$ cat config.mk
export PLATFORM = sky130hd
export DESIGN_NAME = pipelined_fetch_unit_flat
export DESIGN_NICKNAME = d
export VERILOG_FILES = /design/src/rtl/riscv_fetch_pkg.sv /design/src/rtl/pipelined_fetch_unit_if.sv /design/src/rtl/fetch_fifo.sv /design/src/rtl/pipelined_fetch_unit.sv /design/src/flat_wrapper.sv
export SDC_FILE = /design/constraint.sdc
export NUM_CORES = 1
export LEC_CHECK = 0
export CAP_MARGIN = 10
export CORE_AREA = 5 5 126 128
export DETAILED_ROUTE_END_ITERATION = 8
export DIE_AREA = 0 0 131 133
export PLACE_DENSITY = 0.79
export SETUP_SLACK_MARGIN = 0.02
export SLEW_MARGIN = 5
export SYNTH_ARGS = -nofsm -noshare
export SYNTH_HDL_FRONTEND = slang
export SYNTH_SLANG_ARGS = --single-unit
$ cat constraint.sdc
create_clock -name clk -period 7.9 [get_ports clk]
set_clock_uncertainty 0.2 [all_clocks]
set_input_delay 1.58 -clock clk [delete_from_list [all_inputs] [get_ports clk]]
set_output_delay 1.58 -clock clk [all_outputs]
set_load 0.1 [all_outputs]
$ cat src/rtl/riscv_fetch_pkg.sv
// Shared constants and entry layout for the fetch front end.
package riscv_fetch_pkg;

  localparam int PC_STEP     = 4;
  localparam int FETCH_PC_W  = 9;
  localparam int FETCH_INS_W = 32;

  typedef struct packed {
    logic [FETCH_PC_W-1:0]  pc;
    logic [FETCH_INS_W-1:0] inst;
  } fetch_entry_t;

endpackage

$ cat src/rtl/pipelined_fetch_unit_if.sv
// Instruction-memory request/response and decode-side handshake bundle.
interface pipelined_fetch_unit_if
  import riscv_fetch_pkg::*;
#(
  parameter int PC_W  = FETCH_PC_W,
  parameter int INS_W = FETCH_INS_W
);
  logic             imem_req;
  logic [PC_W-1:0]  imem_addr;
  logic             imem_rvalid;
  logic [INS_W-1:0] imem_rdata;
  logic             inst_valid;
  logic             inst_ready;
  logic [INS_W-1:0] inst;
  logic [PC_W-1:0]  inst_pc;

  modport master (
    output imem_req, imem_addr, inst_valid, inst, inst_pc,
    input  imem_rvalid, imem_rdata, inst_ready
  );

  modport slave (
    input  imem_req, imem_addr, inst_valid, inst, inst_pc,
    output imem_rvalid, imem_rdata, inst_ready
  );
endinterface

$ cat src/rtl/fetch_fifo.sv
// Small synchronous FIFO holding {pc, inst} pairs; flush wins over push.
module fetch_fifo #(
  parameter int W     = 41,
  parameter int DEPTH = 4
) (
  input  logic                       clk,
  input  logic                       reset,
  input  logic                       push,
  input  logic                       pop,
  input  logic                       flush,
  input  logic [W-1:0]               din,
  output logic [W-1:0]               dout,
  output logic [$clog2(DEPTH):0]     count
);
  localparam int AW = $clog2(DEPTH);

  logic [W-1:0]  mem [DEPTH];
  logic [AW-1:0] wr_ptr;
  logic [AW-1:0] rd_ptr;

  assign dout = mem[rd_ptr];

  // Storage is cleared on reset so the head reads as zero until the first push.
  always_ff @(posedge clk or posedge reset) begin
    if (reset) begin
      wr_ptr <= '0;
      rd_ptr <= '0;
      count  <= '0;
      for (int i = 0; i < DEPTH; i++) mem[i] <= '0;
    end else if (flush) begin
      wr_ptr <= '0;
      rd_ptr <= '0;
      count  <= '0;
    end else begin
      if (push) begin
        mem[wr_ptr] <= din;
        wr_ptr      <= wr_ptr + 1'b1;
      end
      if (pop) rd_ptr <= rd_ptr + 1'b1;
      case ({push, pop})
        2'b10:   count <= count + 1'b1;
        2'b01:   count <= count - 1'b1;
        default: count <= count;
      endcase
    end
  end
endmodule

$ cat src/rtl/pipelined_fetch_unit.sv
// Fetch front end: owns the PC, issues credit-limited requests to a 1-cycle
// instruction memory and queues returned instructions toward decode.
module pipelined_fetch_unit
  import riscv_fetch_pkg::*;
#(
  parameter int              PC_W     = 9,
  parameter int              INS_W    = 32,
  parameter int              FQ_DEPTH = 4,
  parameter logic [PC_W-1:0] RESET_PC = '0
) (
  input  logic                  clk,
  input  logic                  reset,
  input  logic                  fetch_en,
  input  logic                  redirect_valid,
  input  logic [PC_W-1:0]       redirect_pc,
  pipelined_fetch_unit_if.master bus
);
  localparam int CNT_W = $clog2(FQ_DEPTH) + 1;
  localparam int E_W   = PC_W + INS_W;

  logic [PC_W-1:0]  pc;
  logic [PC_W-1:0]  req_pc;
  logic             inflight;
  logic             kill;
  logic             started;
  logic [CNT_W-1:0] count;
  logic [CNT_W:0]   occupancy;
  logic             issue;
  logic             push;
  logic             pop;
  logic [E_W-1:0]   head;
  logic             unused_rpc_bits;

  assign unused_rpc_bits = ^redirect_pc[1:0];

  // An issued request reserves a queue slot until its response lands.
  assign occupancy = {1'b0, count} + {{CNT_W{1'b0}}, inflight};
  assign issue     = started & fetch_en & ~redirect_valid
                   & (occupancy < (CNT_W+1)'(FQ_DEPTH));

  assign bus.imem_req  = issue;
  assign bus.imem_addr = pc;

  assign push           = bus.imem_rvalid & inflight & ~kill & ~redirect_valid;
  assign bus.inst_valid = (count != '0) & ~redirect_valid;
  assign pop            = bus.inst_valid & bus.inst_ready;
  assign {bus.inst_pc, bus.inst} = head;

  // started keeps imem_req low until the first edge after reset release.
  always_ff @(posedge clk or posedge reset) begin
    if (reset) begin
      pc       <= RESET_PC;
      req_pc   <= '0;
      inflight <= 1'b0;
      kill     <= 1'b0;
      started  <= 1'b0;
    end else begin
      started <= 1'b1;
      if (redirect_valid) begin
        pc       <= {redirect_pc[PC_W-1:2], 2'b00};
        inflight <= 1'b0;
        kill     <= inflight;
      end else begin
        kill     <= 1'b0;
        inflight <= issue;
        if (issue) begin
          pc     <= pc + PC_W'(PC_STEP);
          req_pc <= pc;
        end
      end
    end
  end

  fetch_fifo #(
    .W     (E_W),
    .DEPTH (FQ_DEPTH)
  ) u_fifo (
    .clk   (clk),
    .reset (reset),
    .push  (push),
    .pop   (pop),
    .flush (redirect_valid),
    .din   ({req_pc, bus.imem_rdata}),
    .dout  (head),
    .count (count)
  );
endmodule

$ cat src/flat_wrapper.sv
// flat-port wrapper written by rule: the top's interface ports become plain ports
module pipelined_fetch_unit_flat import riscv_fetch_pkg::*;
#(
  parameter int              PC_W     = 9,
  parameter int              INS_W    = 32,
  parameter int              FQ_DEPTH = 4,
  parameter logic [PC_W-1:0] RESET_PC = '0
)
  (clk, reset, fetch_en, redirect_valid, redirect_pc, bus_imem_req, bus_imem_addr, bus_inst_valid, bus_inst, bus_inst_pc, bus_imem_rvalid, bus_imem_rdata, bus_inst_ready);
  pipelined_fetch_unit_if #(.PC_W(PC_W), .INS_W(INS_W)) bus_i ();
  input  logic clk;
  input  logic reset;
  input  logic fetch_en;
  input  logic redirect_valid;
  input  logic [PC_W-1:0] redirect_pc;
  output wire logic [$bits(bus_i.imem_req)-1:0] bus_imem_req;
  output wire logic [$bits(bus_i.imem_addr)-1:0] bus_imem_addr;
  output wire logic [$bits(bus_i.inst_valid)-1:0] bus_inst_valid;
  output wire logic [$bits(bus_i.inst)-1:0] bus_inst;
  output wire logic [$bits(bus_i.inst_pc)-1:0] bus_inst_pc;
  input wire logic [$bits(bus_i.imem_rvalid)-1:0] bus_imem_rvalid;
  input wire logic [$bits(bus_i.imem_rdata)-1:0] bus_imem_rdata;
  input wire logic [$bits(bus_i.inst_ready)-1:0] bus_inst_ready;
  assign bus_imem_req = bus_i.imem_req;
  assign bus_imem_addr = bus_i.imem_addr;
  assign bus_inst_valid = bus_i.inst_valid;
  assign bus_inst = bus_i.inst;
  assign bus_inst_pc = bus_i.inst_pc;
  assign bus_i.imem_rvalid = bus_imem_rvalid;
  assign bus_i.imem_rdata = bus_imem_rdata;
  assign bus_i.inst_ready = bus_inst_ready;
  pipelined_fetch_unit #(.PC_W(PC_W), .INS_W(INS_W), .FQ_DEPTH(FQ_DEPTH), .RESET_PC(RESET_PC)) u_core (.clk(clk), .reset(reset), .fetch_en(fetch_en), .redirect_valid(redirect_valid), .redirect_pc(redirect_pc), .bus(bus_i));
endmodule
==> metrics.yaml, run 1 <==
cells_and_area:
  nets: 646
  drive_gt1_share_pct: 39.8
  final_util_pct: 65.1
  fillers: 1059
  diodes: 0
  area_growth_pct: 20.0
  postLayoutCellArea_sq_mm: 0.00961
  instances_no_fill: 791
place:
  gp_congestion: 0.786
  port_buffers: 92
  dp_hpwl_um: 10000
  dp_cells: 762
  post_dp_cell_area_sq_mm: 0.00904
  place_ws_ns: 2.20
floorplanning:
  io_pins: 99
  num_rows: 45
  die_x_um: 131
  fp.dieArea_sq_mm: 0.0174
  start_util_pct: 54.3
  die_h_um: 133
  core_sq_mm: 0.0148
power:
  switching_power_uw: 956
  power_density_mw_per_mm2: 280
  swShare_pct: 35.6
  ir_drop_v: 0.000158
  cellLeakagePower_nw: 4.50
  seq_power_share_pct: 39.1
  finalPower_mw: 2.69
  share_comb_of_total_power_pct: 30.5
  power.internal_mw: 1.73
  p_clk_share_pct: 30.4
timing:
  finalCritPeriodShare_pct: 72.2
  setup_viol: 0
  maxSlewViolCount: 0
  slew_headroom_pct: 29.3
  rsz0062_at_grt: "false"
  fmax_mhz: 175
  fin_setup_tns_ns: 0
  fin_ws_ns: 2.20
  finalCriticalPeriod_ns: 5.70
  worst_pin_slew_ns: 1.06
  finalHoldViolCount: 0
  timing.hold.ws_ns: 0.297
grt:
  grt_usage_pct: 19.1
  globalRouteOverflowTotal: 0
  grt_pass1_vias: 4991
  antenna_found_initial: 0
  grt_max_degree: 120
  grt_pass1_wl_um: 25500
logic_synthesis:
  async_reset_ff_share_pct: 100
  ys_types: 35
  synth-main-ff-cell: "dfrtp_1"
  syn_avg_cell_area_sq_um: 15.9
  synth_seq_cells: 180
  ys_seq_area_share_pct: 56.3
  synth_warnings: 0
  synth-edff-count: 0
  postSynthCellCount: 504
  synth_area_sq_mm: 0.00801
run_status:
  status: "complete, no violations"
clock_tree:
  cts_resized: 0
  clock_latency_ns: 0.42
  clk_pin_slew_ns: 0.06
  htreeDepth: 4
  cts_setup_buffers: 0
  cts_tree: "built"
  cts_buffer_depth: 2
  cts_made_buffers: 17
  clock-root-buffer: "clkbuf_16"
  cts_sinks: 180
  hold_buffers: 0
route:
  routed_wl_um: 15600
  via_per_inst: 5.64
  drt-initial-drc-count: 198
  drc: 0
  first_pass_iters: 4
  drtAntennaViolNets: 0
  wl_per_cell_um: 19.8
  vias: 4460
critical_path:
  path_max_fanout: 24
  criticalPathCategory: "input pin to primary output"
  arrival_ns: 3.92
  start_kind: "input pin"
  end_kind: "primary output"
  reg2reg_slack_ns: 5.48
  crit_required_ns: 6.12
min_path:
  min_path_type: "flip-flop to flip-flop"
job:
  cap_viol_max_count: 0
[cell usage after synthesis, types with 3 or more instances]
library cell	number	share of area [%]
buf_2	18	1.1
nor3_1	3	0.19
nor2_1	6	0.28
buf_4	9	0.84
a221o_1	5	0.63
mux2_2	153	22
nand3_1	4	0.25
nor3b_1	3	0.28
mux4_2	39	11
inv_1	6	0.28
nand2_1	30	1.4
mux2_1	5	0.70
xnor2_1	3	0.33
and2_1	3	0.23
dfrtp_1	180	56
mux2i_1	7	0.88
buf_6	4	0.56
ha_1	5	0.78
[worst paths after layout]
path | startpoint | end | cells after the start
setup reg to reg | u_core.u_fifo.count[1]$_DFFE_PP0P_ | u_core.u_fifo.count[2]$_DFFE_PP0P_ | 8
hold reg to reg | u_core.u_fifo.mem[161]$_DFFE_PP0P_ | u_core.u_fifo.mem[161]$_DFFE_PP0P_ | 1
max in group asynchronous | reset | u_core.u_fifo.rd_ptr[1]$_DFFE_PP0P_ | 3
hold / removal | u_core.u_fifo.mem[161]$_DFFE_PP0P_ | u_core.u_fifo.mem[161]$_DFFE_PP0P_ | 1
min in group asynchronous | reset | u_core.u_fifo.mem[44]$_DFFE_PP0P_ | 2
setup / recovery | redirect_valid | bus_imem_req | 6
[registers in the layout, indices dropped and copies added, names as in the netlist]
signal / flops
u_core.bus.imem_addr: 7
u_core.inflight: 1
u_core.kill: 1
u_core.req_pc: 7
u_core.started: 1
u_core.u_fifo.count: 3
u_core.u_fifo.mem: 156
u_core.u_fifo.rd_ptr: 2
u_core.u_fifo.wr_ptr: 2
[cell usage in the layout (no fill, tap or decap), types with 2 or more instances in the layout]
cell type,count
conb_1,5
nor2b_1,2
clkbuf_8,4
dfrtp_1,178
and2_1,3
clkbuf_16,17
xnor2_1,3
and3_1,2
mux2_1,5
mux2i_1,7
mux2_4,2
nor3b_1,3
nand2_2,4
dfrtp_2,2
nand2_1,26
buf_4,8
clkbuf_1,4
nor3_1,3
a221o_1,5
inv_1,5
nand3_1,4
mux2_2,153
bufinv_16,2
mux4_2,39
nor2_1,6
ha_1,5
clkdlybuf4s50_1,92
[cell families (layout without fill, tap and decap cells)]
group | Yosys count | count (layout) | synth area share, %
AND/OR/NAND/NOR | 59 | 59 | 3.97
adder cells (fa/ha/maj) | 6 | 6 | 1.03
other | 2 | 5 | 0.0938
AO/OA/AOI/OAI | 7 | 7 | 0.781
XOR/XNOR | 4 | 4 | 0.438
multiplexers | 206 | 206 | 34.4
flip-flops | 180 | 180 | 56.3
buffers and inverters | 40 | 136 | 2.98
[layer usage]
| metal | share of wire (%) | track usage (%) | up-vias |
|---|---|---|---|
| met3 | 5.1 | 5.29 | 23 |
| li1 | - | - | 2002 |
| met2 | 51 | 32.0 | 104 |
| met5 | 0 | 0 | - |
| met1 | 42 | 24.0 | 2331 |
| met4 | 1.7 | 6.11 | 0 |
[worst max-delay path, stage by stage]
cell,delay [ns]
clkdlybuf4s50_1,0.40
buf_4,0.22
nor2_2,0.19
nand4_4,0.27
inv_1,0.12
clkdlybuf4s50_1,1.14
[cell type report]
cell class / count / area [sq um] / share of cell area [%]
inverter: 7 / 33.8 / 0.352
multi-input combinational: 287 / 3280 / 34.2
clock inverter: 4 / 72.6 / 0.755
tap: 188 / 235 / 2.45
sequential: 180 / 4510 / 46.9
timing repair buffer: 100 / 981 / 10.2
clock buffer: 25 / 495 / 5.16
[power groups by stage]
stage	registers, mW	clock network, mW	logic (mW)
finish	1.05	0.818	0.819
global route	1.06	0.875	0.852
CTS	1.05	0.839	0.827
detailed placement	1.07	0	0.825
global placement	1.06	0	0.816
floorplan	1.08	0	0.622
No activity file was read; power rests on OpenSTA's default activity.
==> run 2: changes to the inputs <==
Settings changed: CORE_AREA 5 5 126 128 to 5 5 133 135, DIE_AREA 0 0 131 133 to 0 0 138 140, PLACE_DENSITY 0.79 to 0.75.
Clock period 7.9 ns to 4.88 ns, I/O delays scaled along.
==> run 2 against run 1 <==
  * Clock power grew 71%
  * Wire length up 0.58%
  * Flip-flop and latch count is the same
  * Critical path depth is 1 lower
  * Core utilization shrank 6.1 points
  * Largest power group unchanged
  * Sequential power rose by 62%
  * Global-route usage is 1.9 points lower
  * Non-clock buffer count is 4 higher
==> metrics.yaml, run 2 (synthesized netlist as in run 1, its figures left out) <==
run_status:
  status: "complete, no violations"
clock_tree:
  cts_tree: "built"
  clock_latency_ns: 0.43  # about the same
  cts_buffer_depth: 2  # unchanged
  cts_made_buffers: 17  # unchanged
  clock-root-buffer: "clkbuf_16"
  htreeDepth: 4  # unchanged
  cts_resized: 0  # unchanged
  clk_pin_slew_ns: 0.06  # about the same
  hold_buffers: 0  # unchanged
  cts_sinks: 180  # unchanged
  cts_setup_buffers: 0  # unchanged
floorplanning:
  core_sq_mm: 0.0163  # +11%
  fp.dieArea_sq_mm: 0.0193  # +11%
  num_rows: 47  # +4.4%
  io_pins: 99  # unchanged
  die_x_um: 138  # +5.3%
  die_h_um: 140  # +5.3%
  start_util_pct: 49.0  # -5.3 points
grt:
  grt_usage_pct: 17.3  # -1.9 points
  globalRouteOverflowTotal: 0  # unchanged
  grt_max_degree: 81  # -33%
  antenna_found_initial: 0  # unchanged
  grt_pass1_vias: 5034  # +0.86%
  grt_pass1_wl_um: 26500  # +3.9%
critical_path:
  start_kind: "input pin"
  path_max_fanout: 15  # -38%
  end_kind: "primary output"
  r2r_end: "u_core.u_fifo.count[2]$_DFFE_PP0P_"
  cpPeakStageDelay_ns: 0.66  # -0.48 ns
  rr_startpoint: "u_core.u_fifo.count[0]$_DFFE_PP0P_"
  reg2reg_slack_ns: 2.38  # -3.10 ns
  arrival_ns: 2.59  # -1.33 ns
  criticalPathCategory: "input pin to primary output"
  cp_cell_sequence: "clkdlybuf4s50_1, nor2_2, nand4_4, inv_1, buf_4"
  crit_required_ns: 3.70  # -2.42 ns
  slowest_stage: "clkdlybuf4s50_1"
  reg2reg_depth: 8  # unchanged
  startpoint: "redirect_valid"
cells_and_area:
  layout_commonest_cell: "dfrtp_1"
  drive_gt1_share_pct: 47.9  # +8.1 points
  diodes: 0  # unchanged
  largest_reg_flops: 156  # unchanged
  regMostFlops: "u_core.u_fifo.mem"
  instances_no_fill: 830  # +4.9%
  area_growth_pct: 20.6
  nets: 650  # +0.62%
  mostFrequentLayoutCells: "dfrtp_1 (178), mux2_2 (153), clkdlybuf4s50_1 (51), buf_4 (50), mux4_2 (39)"
  postLayoutCellArea_sq_mm: 0.00966  # +0.52%
power:
  cellLeakagePower_nw: 4.59  # +1.9%
  share_comb_of_total_power_pct: 29.6  # -0.9 points
  switching_power_mw: 1.60  # +67%
  ir_drop_v: 0.000247  # +57%
  power.internal_mw: 2.80  # +62%
  power_density_mw_per_mm2: 455  # +63%
  swShare_pct: 36.4  # +0.80 points
  finalPower_mw: 4.40  # +64%
  seq_power_share_pct: 38.6  # -0.5 points
  p_clk_share_pct: 31.9  # +1.5 points
timing:
  fin_setup_tns_ns: 0  # unchanged
  maxSlewViolCount: 0  # unchanged
  finalHoldViolCount: 0  # unchanged
  setup_viol: 0  # unchanged
  finalCriticalPeriod_ns: 3.76
  finalCritPeriodShare_pct: 77.1
  worst_pin_slew_ns: 1.04  # -0.0186 ns
  rsz0062_at_grt: "false"
  slew_headroom_pct: 30.6  # +1.2 points
  fmax_mhz: 266
route:
  vias: 4430  # -0.67%
  wl_met3_um: 474  # -41%
  met1_length_um: 6960  # +6.6%
  wl_per_cell_um: 18.9  # -4.1%
  first_pass_iters: 6  # +2
  drc: 0  # unchanged
  maxUsedRoutingLayer: "met4"
  drtAntennaViolNets: 0  # unchanged
  via_per_inst: 5.34  # -5.3%
  route.met2.wl_um: 8040  # +0.22%
  routed_wl_um: 15700  # +0.58%
  drt-initial-drc-count: 188  # -5.1%
min_path:
  whs_path_depth: 1  # unchanged
  min_path_type: "flip-flop to flip-flop"
  hold_path_end: "u_core.u_fifo.mem[159]$_DFFE_PP0P_"
  holdCritStartpoint: "u_core.u_fifo.mem[159]$_DFFE_PP0P_"
place:
  gp_congestion: 0.728  # -7.4%
  dp_hpwl_um: 10300  # +3.0%
  port_buffers: 92  # unchanged
  dp_cells: 798  # +4.7%
  post_dp_cell_area_sq_mm: 0.00904  # about the same
job:
  cap_viol_max_count: 0  # unchanged
## run 2: worst max path at each step
stage                                 to  slack [ns]  depth (start not counted)
after floorplan           bus_inst_valid        1.10                          3
final                       bus_imem_req        1.12                          5
after CTS                   bus_imem_req        1.10                          5
after global placement      bus_imem_req        1.12                          5
after detailed placement    bus_imem_req        1.10                          5
after global routing        bus_imem_req         1.0                          5
## run 2: through the flow
| step | util [%] | worst slack, ns | hold slack [ns] |
|---|---|---|---|
| final | 59.1 | 1.12 | 0.290 |
| after CTS | 59.1 | 1.10 | 0.295 |
| after detailed placement | 55.3 | 1.10 | 0.280 |
| after floorplan | - | 1.10 | 0.259 |
| after global placement | 55.3 | 1.12 | 0.270 |
| after global routing | 59.1 | 0.997 | 0.311 |
## run 2: per-layer routing
| layer | vias to the layer above | GRT usage, % |
|---|---|---|
| met2 | 81 | 29.3 |
| met4 | 0 | 5.30 |
| met1 | 2317 | 22.4 |
| li1 | 2014 | - |
| met5 | - | 0 |
| met3 | 18 | 3.82 |
## run 2: layout make-up
type / count / area [sq um]
inverters: 7 / 32.5
flip-flops and latches: 180 / 4510
multi-input cells: 287 / 3280
clock inverters: 14 / 175
fillers: 1287 / 6690
well taps: 220 / 275
repair buffers: 104 / 946
clock buffers: 18 / 439
## run 2: power groups by stage
| stage | combinational (mW) | clock, mW | sequential [mW] |
|---|---|---|---|
| floorplan | 1.01 | 0 | 1.74 |
| global placement | 1.30 | 0 | 1.71 |
| detailed placement | 1.31 | 0 | 1.73 |
| CTS | 1.32 | 1.44 | 1.70 |
| global route | 1.35 | 1.50 | 1.71 |
| finish | 1.30 | 1.40 | 1.70 |
## run 2: worst max-delay path, delay by kind of cell
family,cells,cell delay (ns)
buffers and inverters,3,1.06
and+or+nand+nor,2,0.54
